==> src/rtl/mac_rx_framer.sv <==
// GMII receive framer: strips preamble/SFD, streams the payload with the 4 FCS
// bytes held back, and reports CRC-32 and length status on the last payload byte.
module mac_rx_framer #(
    parameter int MIN_FRAME = 64,
    parameter int MAX_FRAME = 1518
) (
    input  logic        i_clk,
    input  logic        i_rst_n,
    input  logic        i_eth_rxdv,
    input  logic        i_eth_rxer,
    input  logic [7:0]  i_eth_rxd,
    output logic [7:0]  o_data,
    output logic        o_valid,
    output logic        o_sof,
    output logic        o_eof,
    output logic        o_crc_ok,
    output logic        o_err,
    output logic [15:0] o_frame_len
);

    typedef enum logic [1:0] {IDLE, PRE, DATA, SKIP} state_t;

    localparam logic [7:0]  PRE_BYTE = 8'h55;
    localparam logic [7:0]  SFD_BYTE = 8'hD5;
    localparam logic [31:0] CRC_POLY = 32'hEDB88320;
    localparam logic [31:0] CRC_RES  = 32'hDEBB20E3;

    // Handshake: none. Every o_valid beat is a single-cycle pulse the consumer
    // must take; there is no ready and the PHY side cannot be stalled.

    state_t      state_q, state_d;
    logic        accept, sfd_hit, eof_hit;

    logic [31:0] sr_q;       // last four accepted bytes, newest in [7:0]
    logic [2:0]  sr_cnt_q;
    logic [7:0]  h_q;
    logic        h_full_q;
    logic        first_q;
    logic [31:0] crc_q;
    logic [15:0] cnt_q;
    logic        err_q;

    function automatic logic [31:0] crc_byte(input logic [31:0] crc, input logic [7:0] b);
        logic [31:0] c;
        c = crc ^ {24'd0, b};
        for (int k = 0; k < 8; k++) begin
            c = c[0] ? ((c >> 1) ^ CRC_POLY) : (c >> 1);
        end
        return c;
    endfunction

    always_ff @(posedge i_clk or negedge i_rst_n) begin
        if (!i_rst_n) state_q <= IDLE;
        else          state_q <= state_d;
    end

    always_comb begin
        state_d = state_q;
        case (state_q)
            IDLE: if (i_eth_rxdv) state_d = (i_eth_rxd == PRE_BYTE) ? PRE : SKIP;
            PRE: begin
                if (!i_eth_rxdv)                 state_d = IDLE;
                else if (i_eth_rxd == SFD_BYTE)  state_d = DATA;
                else if (i_eth_rxd != PRE_BYTE)  state_d = SKIP;
            end
            DATA: if (!i_eth_rxdv) state_d = IDLE;
            SKIP: if (!i_eth_rxdv) state_d = IDLE;
            default: state_d = IDLE;
        endcase
    end

    always_comb begin
        accept  = 1'b0;
        sfd_hit = 1'b0;
        eof_hit = 1'b0;
        case (state_q)
            PRE:  sfd_hit = i_eth_rxdv && (i_eth_rxd == SFD_BYTE);
            DATA: begin
                accept  = i_eth_rxdv;
                eof_hit = !i_eth_rxdv;
            end
            default: ;
        endcase
    end

    always_ff @(posedge i_clk or negedge i_rst_n) begin
        if (!i_rst_n) begin
            sr_q        <= '0;
            sr_cnt_q    <= '0;
            h_q         <= '0;
            h_full_q    <= 1'b0;
            first_q     <= 1'b0;
            crc_q       <= '0;
            cnt_q       <= '0;
            err_q       <= 1'b0;
            o_data      <= '0;
            o_valid     <= 1'b0;
            o_sof       <= 1'b0;
            o_eof       <= 1'b0;
            o_crc_ok    <= 1'b0;
            o_err       <= 1'b0;
            o_frame_len <= '0;
        end else begin
            o_valid <= 1'b0;
            o_sof   <= 1'b0;
            o_eof   <= 1'b0;

            if (sfd_hit) begin
                crc_q    <= 32'hFFFF_FFFF;
                cnt_q    <= '0;
                err_q    <= 1'b0;
                sr_cnt_q <= '0;
                h_full_q <= 1'b0;
                first_q  <= 1'b1;
            end

            if (accept) begin
                crc_q <= crc_byte(crc_q, i_eth_rxd);
                if (cnt_q != 16'hFFFF) cnt_q <= cnt_q + 16'd1;
                if (i_eth_rxer) err_q <= 1'b1;
                sr_q <= {sr_q[23:0], i_eth_rxd};
                if (sr_cnt_q == 3'd4) begin
                    h_q      <= sr_q[31:24];
                    h_full_q <= 1'b1;
                    // H is overwritten this cycle, so its old byte is now known to be payload
                    if (h_full_q) begin
                        o_valid <= 1'b1;
                        o_data  <= h_q;
                        o_sof   <= first_q;
                        first_q <= 1'b0;
                    end
                end else begin
                    sr_cnt_q <= sr_cnt_q + 3'd1;
                end
            end

            if (eof_hit) begin
                sr_cnt_q <= '0;
                h_full_q <= 1'b0;
                if (h_full_q) begin
                    o_valid     <= 1'b1;
                    o_eof       <= 1'b1;
                    o_data      <= h_q;
                    o_sof       <= first_q;
                    first_q     <= 1'b0;
                    o_frame_len <= cnt_q - 16'd4;
                    o_crc_ok    <= (crc_q == CRC_RES);
                    o_err       <= err_q || (32'(cnt_q) < MIN_FRAME) || (32'(cnt_q) > MAX_FRAME);
                end
            end
        end
    end

endmodule

==> config.mk <==
export PLATFORM = sky130hd
export DESIGN_NAME = mac_rx_framer
export DESIGN_NICKNAME = d
export VERILOG_FILES = /design/src/rtl/mac_rx_framer.sv
export SDC_FILE = /design/constraint.sdc
export NUM_CORES = 1
export LEC_CHECK = 0
export CORE_MARGIN = 2
export CORE_UTILIZATION = 62
export CTS_BUF_LIST = sky130_fd_sc_hd__clkbuf_8
export CTS_CLUSTER_SIZE = 24
export DETAILED_ROUTE_END_ITERATION = 8
export HOLD_SLACK_MARGIN = 0.1
export PLACE_DENSITY = 0.87
export SETUP_SLACK_MARGIN = 0.2
export SLEW_MARGIN = 20
export SYNTH_ARGS = -nofsm -noshare
export SYNTH_HDL_FRONTEND = slang
export SYNTH_SLANG_ARGS = --single-unit
==> constraint.sdc <==
create_clock -name i_clk -period 2.35 [get_ports i_clk]
set_clock_uncertainty 0.15 [all_clocks]
set_input_delay 0.3525 -clock i_clk [delete_from_list [all_inputs] [get_ports i_clk]]
set_output_delay 0.3525 -clock i_clk [all_outputs]
set_load 0.02 [all_outputs]
# Word-level counts from Yosys, hierarchy flattened
# Cells that the tools add are included.
[classes]
add_sub_neg = 3
bitwise_logic = 9
n_eq_ne = 12
n_reduce_logical = 10
muxes = 56
magnitude_cmp = 2
[ops]
columns = ["op", "n"]
rows = [
  ["32-bit two-way mux", 10],
  ["13-bit NOT with 14-bit output", 8],
  ["16-bit two-way mux", 3],
  ["8-bit two-way mux", 5],
  ["32-bit equality test (second input constant)", 1],
  ["32-bit by 8-bit XOR with 32-bit output", 1],
  ["1-bit two-way mux", 27],
  ["16-bit by 1-bit adder with 16-bit output (second input constant)", 1],
  ["16-bit by 11-bit greater-than comparator with 1-bit output (second input constant)", 1],
  ["16-bit by 7-bit less-than comparator with 1-bit output (second input constant)", 1],
  ["16-bit != test (second input constant)", 1],
  ["16-bit by 3-bit subtractor with 16-bit output (second input constant)", 1],
  ["2-bit two-way mux", 6],
  ["3-bit two-way mux", 4],
  ["8-bit by 7-bit equality test with 1-bit output (second input constant)", 1],
  ["8-bit equality test (second input constant)", 1],
  ["8-bit by 7-bit != test with 1-bit output (second input constant)", 1],
  ["2-bit one-hot mux with 3 select lines", 1],
  ["2-bit equality test (second input constant)", 2],
  ["2-bit != test (second input constant)", 2],
  ["4-bit != test (second input constant)", 1],
  ["2-bit AND reduction", 2],
  ["3-bit by 1-bit adder with 3-bit output (second input constant)", 1],
  ["3-bit equality test (second input constant)", 1],
  ["8 further kinds", 9],
]
[word_totals]
output_inout_bits = 29
register_bits = 125

# Longest topological paths before layout
[depth]
depth_word = 18
mapped_depth = 7

# Least setup slack after synthesis
# No wires, ideal clock.
[synth_path]
kind = "register to register"
startpoint = "register crc_q[0]"
endpoint = "register crc_q[25]"
synth_period_minus_slack_ns = 2.082
required_ns = 2.127
path_stages_with_launch = 5
arrival_ns = 1.859
n_path_buf = 0
path_slack_ns = 0.268
cell_sequence = "dfrtp_1 > xnor2_2 > xnor3_2 > xnor3_1 > a2bb2oi_2"
[synth_between]
elab_chain_len = 10
[synth_rtl]
columns = ["element", "line_no", "source"]
rows = [
  ["start: declaration", "39", "logic [31:0] crc_q;"],
  ["start signal: assignment", "118", "crc_q <= crc_byte(crc_q, i_eth_rxd);"],
  ["32-bit by 8-bit XOR with 32-bit output", "45", "c = crc ^ {24'd0, b};"],
  ["32-bit two-way mux (8 in a row)", "47", "c = c[0] ? ((c >> 1) ^ CRC_POLY) : (c >> 1);"],
  ["32-bit two-way mux", "117", "if (accept) begin"],
]
# Every way passes these cells.
# A chain may end at the register's enable or synchronous reset.

# Worst setup path after layout
[layout_path]
startpoint = "register state_q[1]"
endpoint = "register cnt_q[10]"
[layout_between]
elab_chain_len = 5
elab_cells_between_ends = 7
[layout_rtl]
columns = ["element", "line_no", "source"]
rows = [
  ["start: declaration", "31", "state_t state_q, state_d;"],
  ["start signal: assignment", "54", "else state_q <= state_d;"],
  ["2-bit by 1-bit equality test with 1-bit output", "76", "case (state_q)"],
  ["1-bit two-way mux", "76", ""],
  ["16-bit two-way mux", "108", "if (sfd_hit) begin"],
  ["16-bit two-way mux", "119", "if (cnt_q != 16'hFFFF) cnt_q <= cnt_q + 16'd1;"],
  ["16-bit two-way mux *", "117", ""],
  ["end signal: assignment", "119", ""],
  ["end: declaration", "40", "logic [15:0] cnt_q;"],
]
# Every way passes the cells marked *; elsewhere a longest branch is shown, timed or not.

==> impl_summary.log <==
INFO  metric die_height = 106 µm
INFO  metric post-route-drc-count = 0
INFO  metric finalNetCount = 680
INFO  metric rsz_0062_raised_after_global_routing = yes
INFO  metric synth_compound_area_share = 9.57%
INFO  metric route.vias.total = 4,803
INFO  metric edff_count_synth = 0
INFO  metric syn2layout_area_growth = 21.6%
INFO  metric p_seq_share = 30.6%
INFO  metric p_int = 6.93 mW
INFO  metric ant_nets = 0
INFO  metric design.die.area = 11,200 µm²
INFO  metric fin_worst_hold_slack = 136 ps
INFO  metric final.period_utilization = 93.2%
INFO  metric root_buffer = sky130_fd_sc_hd__clkbuf_8
INFO  metric place.gp.congestion = 0.933
INFO  metric fp.coreArea = 10,200 µm²
INFO  metric post-route-util = 76.8%
INFO  metric grtUsageTotal = 29.5%
INFO  metric clk_path_buf_depth = 2
INFO  metric clk_pin_slew_worst_paths = 90 ps
INFO  metric pwr_density_cell = 1370 nW/µm²
INFO  metric critPathArrivalTime = 2340 ps
INFO  metric clock_latency = 430 ps
INFO  metric worst-r2r-setup-slack = 160 ps
INFO  metric netSwitchingFraction = 35.6%
INFO  metric finalCriticalPeriod = 2190 ps
INFO  metric post_synth_and_or_nand_nor_area_fraction = 17.6%
INFO  metric setup_ws_final = 160 ps
INFO  metric postSynthRegisterBits = 125
INFO  metric dp_slack = -203 ps
INFO  metric critPathMaxFanout = 10
INFO  metric hp-class = in -> async
INFO  metric avgRoutedWirePerCell = 18.8 µm
INFO  metric synth_adder_area_share = 0.972%
INFO  metric grt_antenna_before_repair = 0
INFO  metric area.sequential = 3130 µm²
INFO  metric iteration_0_drc_markers = 443
INFO  metric finalHoldViolations = 0
INFO  metric yosys-mux-area-fraction = 3.75%
INFO  metric mappedNetlistNets = 600
INFO  metric synthDistinctLibCells = 56
INFO  metric grt_pass1_vias = 5,028
INFO  metric max_cap_viol_count = 0
INFO  metric synth_warnings = 0
INFO  metric yosys_most_used_dff = sky130_fd_sc_hd__dfrtp_1
INFO  metric starting_utilization_of_the_core_area = 63.2%
INFO  metric post_synth_instance_area = 6430 µm²
INFO  metric number_of_setup_violations_in_the_final_report = 0
INFO  metric synthesis.instances = 583
INFO  metric combPwrFrac = 50.0%
INFO  metric nFillCells = 626
INFO  metric asyncSetResetFlopFracSynth = 100%
INFO  metric max_slew.worst_pin.slew = 506 ps
INFO  metric tritoncts_num_sinks = 125
INFO  metric outcome = finished, final reports clean
INFO  metric worst-endpoint-required = 2500 ps
INFO  metric io_buffers = 40
INFO  metric cts-buffers-inserted = 17
INFO  metric chipWidth = 106 µm
INFO  metric max_freq = 457 MHz
INFO  metric synth_xor_xnor_area_share = 16.5%
INFO  metric slew_headroom = 66.2%
INFO  metric kind_of_launch_point_of_the_worst_setup_path = register
INFO  metric dp_hpwl = 9.59 mm
INFO  metric multiInputGateArea = 3170 µm²
INFO  metric floorplan.io_pins = 41
INFO  metric routed_wl = 15.3 mm
INFO  metric clkPwrFrac = 19.4%
INFO  metric clock_tree.htree_level_count = 4
INFO  metric tritoncts = done
INFO  metric maxSlewViolCount = 0
INFO  metric vias_per_cell = 5.92
INFO  metric main_combinational_cell_family_by_area_after_synthesis = simple AND/OR/NAND/NOR gates
INFO  metric wire_length_of_the_first_global_routing_pass = 25.6 mm
INFO  metric largest_net_degree_at_the_start_of_global_routing = 57
INFO  metric grt_overflow_total = 0
INFO  metric worst_ir_drop_vdd = 1440 µV
INFO  metric drt_first_pass_iters = 5
INFO  metric avgSynthCellArea = 11.0 µm²
INFO  metric antenna-diode-count = 0
INFO  metric critPathKind = reg -> reg
INFO  metric timing.critical_path.to_type = register
INFO  metric proportion_of_synthesized_chip_area_in_sequential_cells = 48.6%
INFO  metric drive_above_1_share = 22.8%
INFO  metric net-switching-power = 3.83 mW
INFO  metric rows = 37
INFO  metric p_leak = 3.58 nW
metal layers:
metal,global-route usage (%),part of all wire [%],vias up
li1,-,-,2209
met4,12.0,2.4,0
met2,50.2,53,188
met1,37.3,39,2368
met5,0,0,-
met3,5.44,4.9,38
power by group through the flow:
stage | Sequential [mW] | Clock (mW) | Combinational (mW)
2_1_floorplan | 3.21 | 0 | 3.68
3_3_place_gp | 3.24 | 0 | 5.00
3_5_place_dp | 3.29 | 0 | 5.18
4_1_cts | 3.27 | 2.09 | 5.35
5_1_grt | 3.36 | 2.20 | 5.76
6_report | 3.29 | 2.09 | 5.37
cell usage after synthesis (6+ instances only):
master / instances / area [µm²]
sky130_fd_sc_hd__buf_1: 7 / 26.3
sky130_fd_sc_hd__nor3_1: 23 / 115
sky130_fd_sc_hd__inv_1: 8 / 30.0
sky130_fd_sc_hd__nor2_1: 14 / 52.6
sky130_fd_sc_hd__xnor2_1: 31 / 272
sky130_fd_sc_hd__nand2_1: 132 / 495
sky130_fd_sc_hd__nand4_1: 6 / 37.5
sky130_fd_sc_hd__o22a_1: 6 / 52.6
sky130_fd_sc_hd__nor4_1: 6 / 37.5
sky130_fd_sc_hd__xor2_1: 15 / 131
sky130_fd_sc_hd__o21ai_1: 6 / 30.0
sky130_fd_sc_hd__mux2_2: 17 / 191
sky130_fd_sc_hd__xnor2_2: 8 / 130
sky130_fd_sc_hd__dfrtp_1: 125 / 3130
sky130_fd_sc_hd__or4_1: 7 / 52.6
sky130_fd_sc_hd__a21oi_1: 23 / 115
sky130_fd_sc_hd__o21ai_0: 15 / 75.1
sky130_fd_sc_hd__buf_2: 9 / 45.0
sky130_fd_sc_hd__a2bb2oi_2: 9 / 135
sky130_fd_sc_hd__xnor3_1: 16 / 360
sky130_fd_sc_hd__nand3_1: 6 / 30.0
sky130_fd_sc_hd__clkbuf_1: 18 / 67.6
worst paths after layout:
| check | end | depth (start not counted) | from |
|---|---|---|---|
| min in group i_clk | sr_q[12] | 2 | sr_q[4] |
| setup / recovery | cnt_q[10] | 5 | state_q[1] |
| hold / removal | o_frame_len[10] | 2 | i_rst_n |
| setup reg to reg | cnt_q[10] | 5 | state_q[1] |
| max in group asynchronous | cnt_q[2] | 3 | i_rst_n |
| hold reg to reg | sr_q[12] | 2 | sr_q[4] |
placed cells by master, fill, tap and decap left out, drive strengths merged, types with 14 or more instances in the layout:
| cell type | netlist | routed |
|---|---|---|
| a2bb2oi | 14 | 14 |
| xnor2 | 41 | 41 |
| clkdlybuf4s50 | 0 | 39 |
| clkbuf | 18 | 17 |
| nor3 | 23 | 23 |
| buf | 18 | 57 |
| inv | 8 | 16 |
| nand2 | 132 | 132 |
| xor2 | 16 | 16 |
| xnor3 | 17 | 17 |
| mux2 | 17 | 17 |
| nor2 | 14 | 14 |
| a21oi | 23 | 23 |
| dfrtp | 125 | 125 |
| o21ai | 21 | 21 |
state kept, by name, summed over array words and instances (netlist names), 2 cells and up, named ones only:
| name | cells |
|---|---|
| sr_q | 32 |
| sr_cnt_q | 3 |
| state_q | 2 |
| crc_q | 32 |
| o_frame_len | 16 |
| cnt_q | 16 |
| h_q | 8 |
kinds of logic (layout without fill, tap and decap cells):
| logic type | Yosys count | after routing |
|---|---|---|
| simple gates | 227 | 227 |
| flops | 125 | 125 |
| compound gates | 83 | 83 |
| xor+xnor | 77 | 77 |
| fa+ha+maj | 5 | 5 |
| buf+inv | 44 | 137 |
| mux | 22 | 22 |
stage by stage:
step                area [µm²]  std cells  TNS, ps  total power, mW
detailed placement        7290        777    -5470             8.47
finish                    7830        812        0             10.8
CTS                       7780        811        0             10.7
floorplan                 6430        583        0             6.89
global route              7830        812        0             11.3
global placement          7290        777    -1690             8.24
worst max-delay path: stages, from the launching register on:
cell                       delay [ps]
sky130_fd_sc_hd__dfrtp_2          430
sky130_fd_sc_hd__or4b_4           530
sky130_fd_sc_hd__or4_4            510
sky130_fd_sc_hd__buf_6            170
sky130_fd_sc_hd__o311ai_2         100
sky130_fd_sc_hd__o41ai_2          160
repair_timing:
action                                 4_1_cts  5_1_grt
buffers inserted                             1        1
endpoints found under the hold margin      125        0
pin swaps                                    1        3
resized for setup                            8       12
hold buffers                                 1        0
setup endpoints to repair                   23       35
layout make-up:
class	count	area share, %
well taps	136	2.17
inverters	8	0.384
clock buffers	17	2.99
clock inverters	15	2.56
multi-input cells	414	40.5
repair buffers	97	11.4
flip-flops and latches	125	40.1
(Power assumes the default switching activity.)
